### config.mk
export PLATFORM = sky130hd
export DESIGN_NAME = cram_arbiter
export DESIGN_NICKNAME = d
export VERILOG_FILES = /design/src/rtl/cram_arbiter.sv
export SDC_FILE = /design/constraint.sdc
export NUM_CORES = 1
export LEC_CHECK = 0
export CORE_MARGIN = 5
export CORE_UTILIZATION = 40
export DETAILED_ROUTE_END_ITERATION = 6
export GPL_ROUTABILITY_DRIVEN = 0
export PLACE_DENSITY = 0.87
export RECOVER_POWER = 100
export SLEW_MARGIN = 20
export SYNTH_ARGS = -nofsm -noshare
export SYNTH_HDL_FRONTEND = slang
export SYNTH_SLANG_ARGS = --single-unit
export TNS_END_PERCENT = 100
### constraint.sdc
create_clock -name work_clk -period 3.33 [get_ports work_clk]
set_input_delay 0.666 -clock work_clk [delete_from_list [all_inputs] [get_ports work_clk]]
set_output_delay 0.666 -clock work_clk [all_outputs]
set_load 0.03 [all_outputs]
### src/rtl/cram_arbiter.sv
// Three-requester arbiter for one BSRAM: round-robin grant with bus lock; cram_* registered one cycle after accept.
// Backpressure via combinational req_ready; read data strobed RD_LAT cycles after the BSRAM cycle.
module cram_arbiter #(
    parameter int RD_LAT = 1
) (
    input  logic        work_clk,
    input  logic        rst_n,
    input  logic [2:0]  req_valid,
    input  logic [2:0]  req_we,
    input  logic [2:0]  req_lock,
    input  logic [23:0] req_addr,
    input  logic [23:0] req_wdata,
    output logic [2:0]  req_ready,
    output logic [2:0]  rsp_valid,
    output logic [7:0]  rsp_data,
    output logic        cram_ce,
    output logic        cram_wre,
    output logic [7:0]  cram_addrin,
    output logic [7:0]  cram_datain,
    input  logic [7:0]  cram_dataout,
    output logic        busy
);

    typedef enum logic {ST_ARB, ST_OWNED} state_t;

    state_t      state_q, state_d;
    logic [1:0]  owner_q, owner_d;
    logic [1:0]  rr_ptr_q;
    logic        ce_q, wre_q;
    logic [7:0]  addr_q, data_q;
    logic [1:0]  cram_idx_q;
    logic [RD_LAT-1:0] pend_vld_q;
    logic [1:0]  pend_idx_q [RD_LAT];

    logic [1:0]  cand0, cand1, cand2, grant_idx;
    logic        accept, lock_sel, we_sel, owner_lock;
    logic [7:0]  addr_sel, wdata_sel;

    function automatic logic [1:0] inc3(input logic [1:0] v);
        return (v == 2'd2) ? 2'd0 : v + 2'd1;
    endfunction

    function automatic logic [2:0] oh3(input logic [1:0] v);
        return 3'b001 << v;
    endfunction

    always_comb begin
        req_ready = 3'b000;
        grant_idx = 2'd0;
        cand0     = rr_ptr_q;
        cand1     = inc3(cand0);
        cand2     = inc3(cand1);
        if (state_q == ST_OWNED) begin
            req_ready = req_valid & oh3(owner_q);
            grant_idx = owner_q;
        end else if (|(req_valid & oh3(cand0))) begin
            req_ready = oh3(cand0);
            grant_idx = cand0;
        end else if (|(req_valid & oh3(cand1))) begin
            req_ready = oh3(cand1);
            grant_idx = cand1;
        end else if (|(req_valid & oh3(cand2))) begin
            req_ready = oh3(cand2);
            grant_idx = cand2;
        end
    end

    assign accept     = |req_ready;
    assign lock_sel   = |(req_lock & oh3(grant_idx));
    assign we_sel     = |(req_we & oh3(grant_idx));
    assign owner_lock = |(req_lock & oh3(owner_q));

    always_comb begin
        addr_sel  = req_addr[23:16];
        wdata_sel = req_wdata[23:16];
        case (grant_idx)
            2'd0: begin
                addr_sel  = req_addr[7:0];
                wdata_sel = req_wdata[7:0];
            end
            2'd1: begin
                addr_sel  = req_addr[15:8];
                wdata_sel = req_wdata[15:8];
            end
            default: ;
        endcase
    end

    // Dropping the lock releases ownership at this edge even if the owner is also accepted now.
    always_comb begin
        state_d = state_q;
        owner_d = owner_q;
        case (state_q)
            ST_ARB: begin
                if (accept && lock_sel) begin
                    state_d = ST_OWNED;
                    owner_d = grant_idx;
                end
            end
            ST_OWNED: begin
                if (!owner_lock) state_d = ST_ARB;
            end
            default: state_d = ST_ARB;
        endcase
    end

    always_ff @(posedge work_clk or negedge rst_n) begin
        if (!rst_n) begin
            state_q    <= ST_ARB;
            owner_q    <= 2'd0;
            rr_ptr_q   <= 2'd0;
            ce_q       <= 1'b0;
            wre_q      <= 1'b0;
            addr_q     <= 8'h00;
            data_q     <= 8'h00;
            cram_idx_q <= 2'd0;
        end else begin
            state_q <= state_d;
            owner_q <= owner_d;
            ce_q    <= accept;
            wre_q   <= accept & we_sel;
            if (accept) begin
                rr_ptr_q   <= inc3(grant_idx);
                addr_q     <= addr_sel;
                data_q     <= wdata_sel;
                cram_idx_q <= grant_idx;
            end
        end
    end

    // Stage 0 captures the read on the edge that ends its BSRAM cycle, so the last stage lines up with cram_dataout.
    always_ff @(posedge work_clk or negedge rst_n) begin
        if (!rst_n) begin
            pend_vld_q <= '0;
            for (int k = 0; k < RD_LAT; k++) pend_idx_q[k] <= 2'd0;
        end else begin
            pend_vld_q[0] <= ce_q & ~wre_q;
            pend_idx_q[0] <= cram_idx_q;
            for (int k = 1; k < RD_LAT; k++) begin
                pend_vld_q[k] <= pend_vld_q[k-1];
                pend_idx_q[k] <= pend_idx_q[k-1];
            end
        end
    end

    assign rsp_valid   = pend_vld_q[RD_LAT-1] ? oh3(pend_idx_q[RD_LAT-1]) : 3'b000;
    assign rsp_data    = cram_dataout;
    assign cram_ce     = ce_q;
    assign cram_wre    = wre_q;
    assign cram_addrin = addr_q;
    assign cram_datain = data_q;
    assign busy        = ce_q | (|pend_vld_q);

endmodule

==> results of run 1 <==
==> cell usage in the layout, fill, tap and decap left out, types with 2 or more instances in the layout <==
cell type	Yosys	final
a31oi_1	2	2
clkbuf_8	0	4
nor2b_1	5	5
clkdlybuf4s50_1	0	57
dlygate4sd3_1	0	26
dfrtp_1	28	28
nor3b_1	1	2
a21o_1	18	18
mux2_2	2	2
a211oi_1	14	14
nand3_1	2	2
and3b_1	2	2
buf_4	9	2
nor2_1	17	17
nand2_1	8	8
nor3_1	2	2
o21ai_0	2	2
inv_1	5	5
clkbuf_1	2	4
mux2i_1	15	15
==> cell families (layout without fill, tap and decap cells) <==
logic type	after synthesis	count (layout)	synth area share (%)
XOR/XNOR	1	1	0.536
buffers and inverters	23	100	7.80
AND/OR/NAND/NOR	44	44	14.1
multiplexers	17	17	10.6
flip-flops	28	28	42.8
AO/OA/AOI/OAI	51	51	24.2
==> per-stage QoR <==
stage	total power [mW]	worst slack, ps	instance area (um2)	hold slack, ps
floorplan	1.68	1160	1640	354
global placement	2.18	290	2480	362
detailed placement	2.22	271	2480	364
CTS	2.43	258	2530	385
global route	2.49	100	2500	391
finish	2.31	188	2500	382
==> metal layers <==
metal / track usage [%] / routed length, um / vias up
met4: 4.23 / 24 / 0
met3: 3.38 / 360 / 2
li1: - / - / 745
met2: 30.0 / 2240 / 59
met5: 0 / 0 / -
met1: 18.5 / 1580 / 690
==> power by group through the flow <==
stage	sequential, mW	combinational, mW	clock (mW)
2_1_floorplan	0.838	0.842	0
3_3_place_gp	0.641	1.54	0
3_5_place_dp	0.649	1.57	0
4_1_cts	0.642	1.58	0.214
5_1_grt	0.664	1.59	0.228
6_report	0.635	1.46	0.208
==> sequential cells by signal, indices dropped and copies added (netlist names) <==
signal       count
cram_wre         1
owner_q          2
cram_addrin      8
cram_ce          1
cand0            2
state_q          1
cram_idx_q       2
pend_idx_q       2
cram_datain      8
pend_vld_q       1
==> final cells by class <==
class                      count  area, um2  area share (%)
clock buffer                   4       55.1            2.20
inverter                       6       22.5           0.900
multi-input combinational    113        796            31.8
sequential                    28        701            28.0
tap                           50       62.6            2.50
timing repair buffer          90        866            34.6
==> path summary, 6_finish.rpt <==
check	from	end	slack [ps]	depth (start not counted)
max	req_valid[2]	req_ready[1]	190	5
min	cram_idx_q[1]	pend_idx_q[1]	380	0
max reg2reg	cand0[1]	cram_datain[1]	950	7
min reg2reg	cram_idx_q[1]	pend_idx_q[1]	380	0
max in group asynchronous	rst_n	cram_idx_q[0]	1250	2
min in group asynchronous	rst_n	cram_addrin[1]	1240	2
==> results.sh, run 1 <==
export IMPL_outcome="finished clean"
export IMPL_nets=309
export IMPL_cts_tree="done"
export IMPL_crit_path_start_kind="input port"
export IMPL_ios=100
export IMPL_grt_usage_pct=16.1
export IMPL_async_reset_ff_share_pct=100
export IMPL_wl_per_cell_um=14.4
export IMPL_p_leak_nw=1.15
export IMPL_overflow=0
export IMPL_setup_tns_ps=0
export IMPL_cts_repair_resize_count=0
export IMPL_cts_path_max_buffers=2
export IMPL_root_buffer="clkbuf_8"
export IMPL_critPathRequiredTime_ps=2660
export IMPL_synth_largest_area_cell="dfrtp_1"
export IMPL_max_clock_freq_ghz=0.318
export IMPL_synth_cell_types=42
export IMPL_grt_pass1_wl_um=6840
export IMPL_vdd_drop_max_mv=0.338
export IMPL_dr_pass1_iters=4
export IMPL_tightest_slew_ps=1430
export IMPL_fp_dieW_um=73.9
export IMPL_synth_area_mm2=0.00164
export IMPL_synth_edf_count=0
export IMPL_clockPowerShare_pct=9.0
export IMPL_via_per_inst=5.14
export IMPL_postSynthCellCount=164
export IMPL_ys_top_cells_by_count="dfrtp_1, a21o_1, nor2_1, mux2i_1, a211oi_1"
export IMPL_dieHeight_um=73.9
export IMPL_seqPwrFrac_pct=27.6
export IMPL_diodes=0
export IMPL_crit_buf_inv=2
export IMPL_antenna_left=0
export IMPL_power_density_mw_per_mm2=921
export IMPL_rsz0062_at_grt="no"
export IMPL_htree_levels=1
export IMPL_p_int_mw=1.25
export IMPL_ys_ff_latch=28
export IMPL_slew_viol_final=0
export IMPL_final_period_utilization_pct=94.4
export IMPL_cp_slowest_cell="dlygate4sd3_1"
export IMPL_switching_share_pct=45.6
export IMPL_wl_um=4200
export IMPL_via_count=1496
export IMPL_synthFlopType="dfrtp_1"
export IMPL_ys_top_cells_by_area="dfrtp_1, mux2i_1, a21o_1"
export IMPL_crit_arrival_ps=2480
export IMPL_dp_hpwl_um=3440
export IMPL_min_period_ps=3140
export IMPL_design_core_area_mm2=0.00397
export IMPL_fin_util_pct=63.0
export IMPL_clkSinkCount=28
export IMPL_p_switching_mw=1.05
export IMPL_die_area_mm2=0.00547
export IMPL_layout_drive_gt1_share_pct=4.98
export IMPL_initial_core_util_pct=41.2
export IMPL_path_class="in2out"
export IMPL_rows=23
export IMPL_grt_max_degree=29
export IMPL_clkLatencyLatePin_ps=270
export IMPL_setup_viol=0
export IMPL_yosys_area_top_type_share_pct=42.8
export IMPL_cp_top_family="buffers and inverters"
export IMPL_drc=0
export IMPL_avgSynthCellArea_um2=9.97
export IMPL_syn_nets=231
export IMPL_fillers=345
export IMPL_endpoint_kind="output port"
export IMPL_skew_ps=3.31
export IMPL_syn_to_final_growth_pct=53.0
export IMPL_dpl_cell_count=287
export IMPL_antenna_found_initial=0
export IMPL_stdcell_count=291
export IMPL_hold_viol_final=0
export IMPL_crit_chain="clkdlybuf4s50_1 > a21oi_1 > o2111a_1 > a31o_4 > dlygate4sd3_1"
export IMPL_drt_iter0_markers=90
export IMPL_hold_buffers=0
export IMPL_yosysSeqAreaShare_pct=42.8
export IMPL_max_slew_margin_rel_pct=4.82
export IMPL_hp_class="reg2reg"
export IMPL_yosys_warnings=0
export IMPL_grt_pass1_vias=1470
export IMPL_io_buffers=83
export IMPL_cts_buffers=3
export IMPL_clk_pin_slew_worst_paths_ps=90
export IMPL_max_cap_viol_count=0
export IMPL_comb_power_share_pct=63.4
export IMPL_slowest_delay_ps=680
export IMPL_post_cts_buffers=0
export IMPL_synth_most_common_cell="dfrtp_1"
export IMPL_path_max_fanout=5
Note: power is estimated with default switching activity, not from simulation.
==> run 2, diff against run 1 <==
--- a/config.mk
+++ b/config.mk
@@ -5,11 +5,11 @@
 export SDC_FILE = /design/constraint.sdc
 export NUM_CORES = 1
 export LEC_CHECK = 0
-export CORE_MARGIN = 5
-export CORE_UTILIZATION = 40
+export CORE_MARGIN = 1
+export CORE_UTILIZATION = 37
 export DETAILED_ROUTE_END_ITERATION = 6
 export GPL_ROUTABILITY_DRIVEN = 0
-export PLACE_DENSITY = 0.87
+export PLACE_DENSITY = 0.81
 export RECOVER_POWER = 100
 export SLEW_MARGIN = 20
 export SYNTH_ARGS = -nofsm -noshare
==> constraint.sdc (replaced) <==
create_clock -name work_clk -period 3.55 [get_ports work_clk]
set_input_delay 0.71 -clock work_clk [delete_from_list [all_inputs] [get_ports work_clk]]
set_output_delay 0.71 -clock work_clk [all_outputs]
set_load 0.01 [all_outputs]
==> run 2 against run 1 <==
Compared with the run above: the run now ends with capacitance limit, slew limit left; count of clock-buffer cells in the layout stayed put; wire length is 6.9% lower; non-clock buffer count is 2 lower; design area is 0.20% lower; core utilization is 2.3 points lower.
==> results.sh, run 2 (same netlist as run 1, synthesis figures left out) <==
export IMPL_hp_class="reg2reg"
export IMPL_nets=307
export IMPL_syn_to_final_growth_pct=52.7
export IMPL_hold_viol_final=0
export IMPL_grt_max_degree=29
export IMPL_slew_viol_final=29
export IMPL_antenna_found_initial=0
export IMPL_ios=100
export IMPL_overflow=0
export IMPL_io_buffers=83
export IMPL_clkLatencyLatePin_ps=270
export IMPL_crit_arrival_ps=2570
export IMPL_endpoint_kind="output port"
export IMPL_tightest_slew_ps=1510
export IMPL_outcome="finished, violations left"
export IMPL_grt_pass1_vias=1369
export IMPL_grt_usage_pct=17.5
export IMPL_p_switching_mw=0.767
export IMPL_cts_repair_resize_count=0
export IMPL_path_max_fanout=5
export IMPL_p_int_mw=1.18
export IMPL_hold_buffers=0
export IMPL_grt_pass1_wl_um=6060
export IMPL_fin_util_pct=60.7
export IMPL_violations="capacitance limit, slew limit"
export IMPL_path_class="in2out"
export IMPL_crit_chain="dlygate4sd3_1 > a21oi_1 > o2111a_1 > a31o_1 > clkdlybuf4s50_1"
export IMPL_antenna_left=0
export IMPL_fp_dieW_um=68.5
export IMPL_wl_per_cell_um=13.5
export IMPL_slowest_delay_ps=590
export IMPL_switching_share_pct=39.4
export IMPL_p_leak_nw=1.15
export IMPL_whs_ps=394
export IMPL_setup_tns_ps=0
export IMPL_comb_power_share_pct=59.1
export IMPL_max_cap_viol_count=1
export IMPL_layout_drive_gt1_share_pct=5.44
export IMPL_cts_path_max_buffers=2
export IMPL_final_period_utilization_pct=92.5
export IMPL_via_count=1499
export IMPL_initial_core_util_pct=39.7
export IMPL_max_slew_margin_rel_pct=-0.593
export IMPL_die_area_mm2=0.00469
export IMPL_root_buffer="clkbuf_8"
export IMPL_max_clock_freq_ghz=0.305
export IMPL_htree_levels=1
export IMPL_power_density_mw_per_mm2=778
export IMPL_rsz0062_at_grt="no"
export IMPL_drc=0
export IMPL_clockPowerShare_pct=10.1
export IMPL_min_period_ps=3280
export IMPL_clk_pin_slew_worst_paths_ps=90
export IMPL_clkSinkCount=28
export IMPL_critPathRequiredTime_ps=2840
export IMPL_wl_um=3910
export IMPL_diodes=0
export IMPL_crit_path_start_kind="input port"
export IMPL_rows=23
export IMPL_r2r_setup_slack_ps=970
export IMPL_cts_buffers=3
export IMPL_cts_tree="done"
export IMPL_seqPwrFrac_pct=30.8
export IMPL_via_per_inst=5.19
export IMPL_vdd_drop_max_mv=0.289
export IMPL_design_core_area_mm2=0.00412
export IMPL_skew_ps=3.93
export IMPL_final_cell_area_mm2=0.00250
export IMPL_drt_iter0_markers=94
export IMPL_cp_slowest_cell="dlygate4sd3_1"
export IMPL_dieHeight_um=68.5
export IMPL_layout_commonest_cell="clkdlybuf4s50_1"
export IMPL_mostFrequentLayoutCells="clkdlybuf4s50_1, dfrtp_1, dlygate4sd3_1"
export IMPL_dpl_cell_area_mm2=0.00246
export IMPL_post_cts_buffers=0
export IMPL_dr_pass1_iters=4
export IMPL_setup_viol=0
export IMPL_dp_hpwl_um=3110
==> run 2: final cells by class <==
class	instances	area, um2
multi-input cells	113	798
clock buffers	4	55.1
flip-flops and latches	28	701
fillers	374	1620
well taps	50	62.6
repair buffers	88	858
inverters	6	22.5
==> run 2: path summary, 6_finish.rpt <==
check,start,to,cells past startpoint
worst min-delay path,cram_idx_q[1],pend_idx_q[1],0
max in group asynchronous,rst_n,cram_addrin[1],2
worst max register to register,cand0[1],cram_addrin[2],7
worst min register to register,cram_idx_q[1],pend_idx_q[1],0
worst max-delay path,req_valid[2],req_ready[1],5
min in group asynchronous,rst_n,cand0[1],2
==> run 2: metal layers <==
layer	track usage [%]	part of all wire, %
met2	29.8	49
met1	20.4	42
met4	7.29	0.87
met5	0	0
met3	4.83	8.3
==> run 2: per-stage QoR <==
step / total power, mW / instances / setup WS [ps]
final: 1.94 / 289 / 268
after global routing: 2.11 / 289 / 161
after CTS: 2.04 / 289 / 344
after detailed placement: 1.84 / 285 / 380
after global placement: 1.81 / 285 / 422
after floorplan: 1.36 / 164 / 1330
==> run 2: power by group through the flow <==
stage               registers [mW]  logic, mW  clock network [mW]
global placement             0.603       1.21                   0
detailed placement           0.611       1.23                   0
finish                       0.599       1.15               0.195
global route                 0.622       1.27               0.212
CTS                          0.605       1.23               0.201
floorplan                    0.630      0.732                   0
==> run 2: worst max-delay path: cells and delay by family <==
kind	cells	cell delay [ps]
AO/OA/AOI/OAI	3	700
buffers and inverters	2	1170
==> run 3, diff against run 2 <==
--- a/config.mk
+++ b/config.mk
@@ -5,6 +5,7 @@
 export SDC_FILE = /design/constraint.sdc
 export NUM_CORES = 1
 export LEC_CHECK = 0
+export CAP_MARGIN = 20
 export CORE_MARGIN = 1
 export CORE_UTILIZATION = 37
 export DETAILED_ROUTE_END_ITERATION = 6
==> results of run 3 <==
The final DEF is identical to that of run 2; final timing and power are the same.
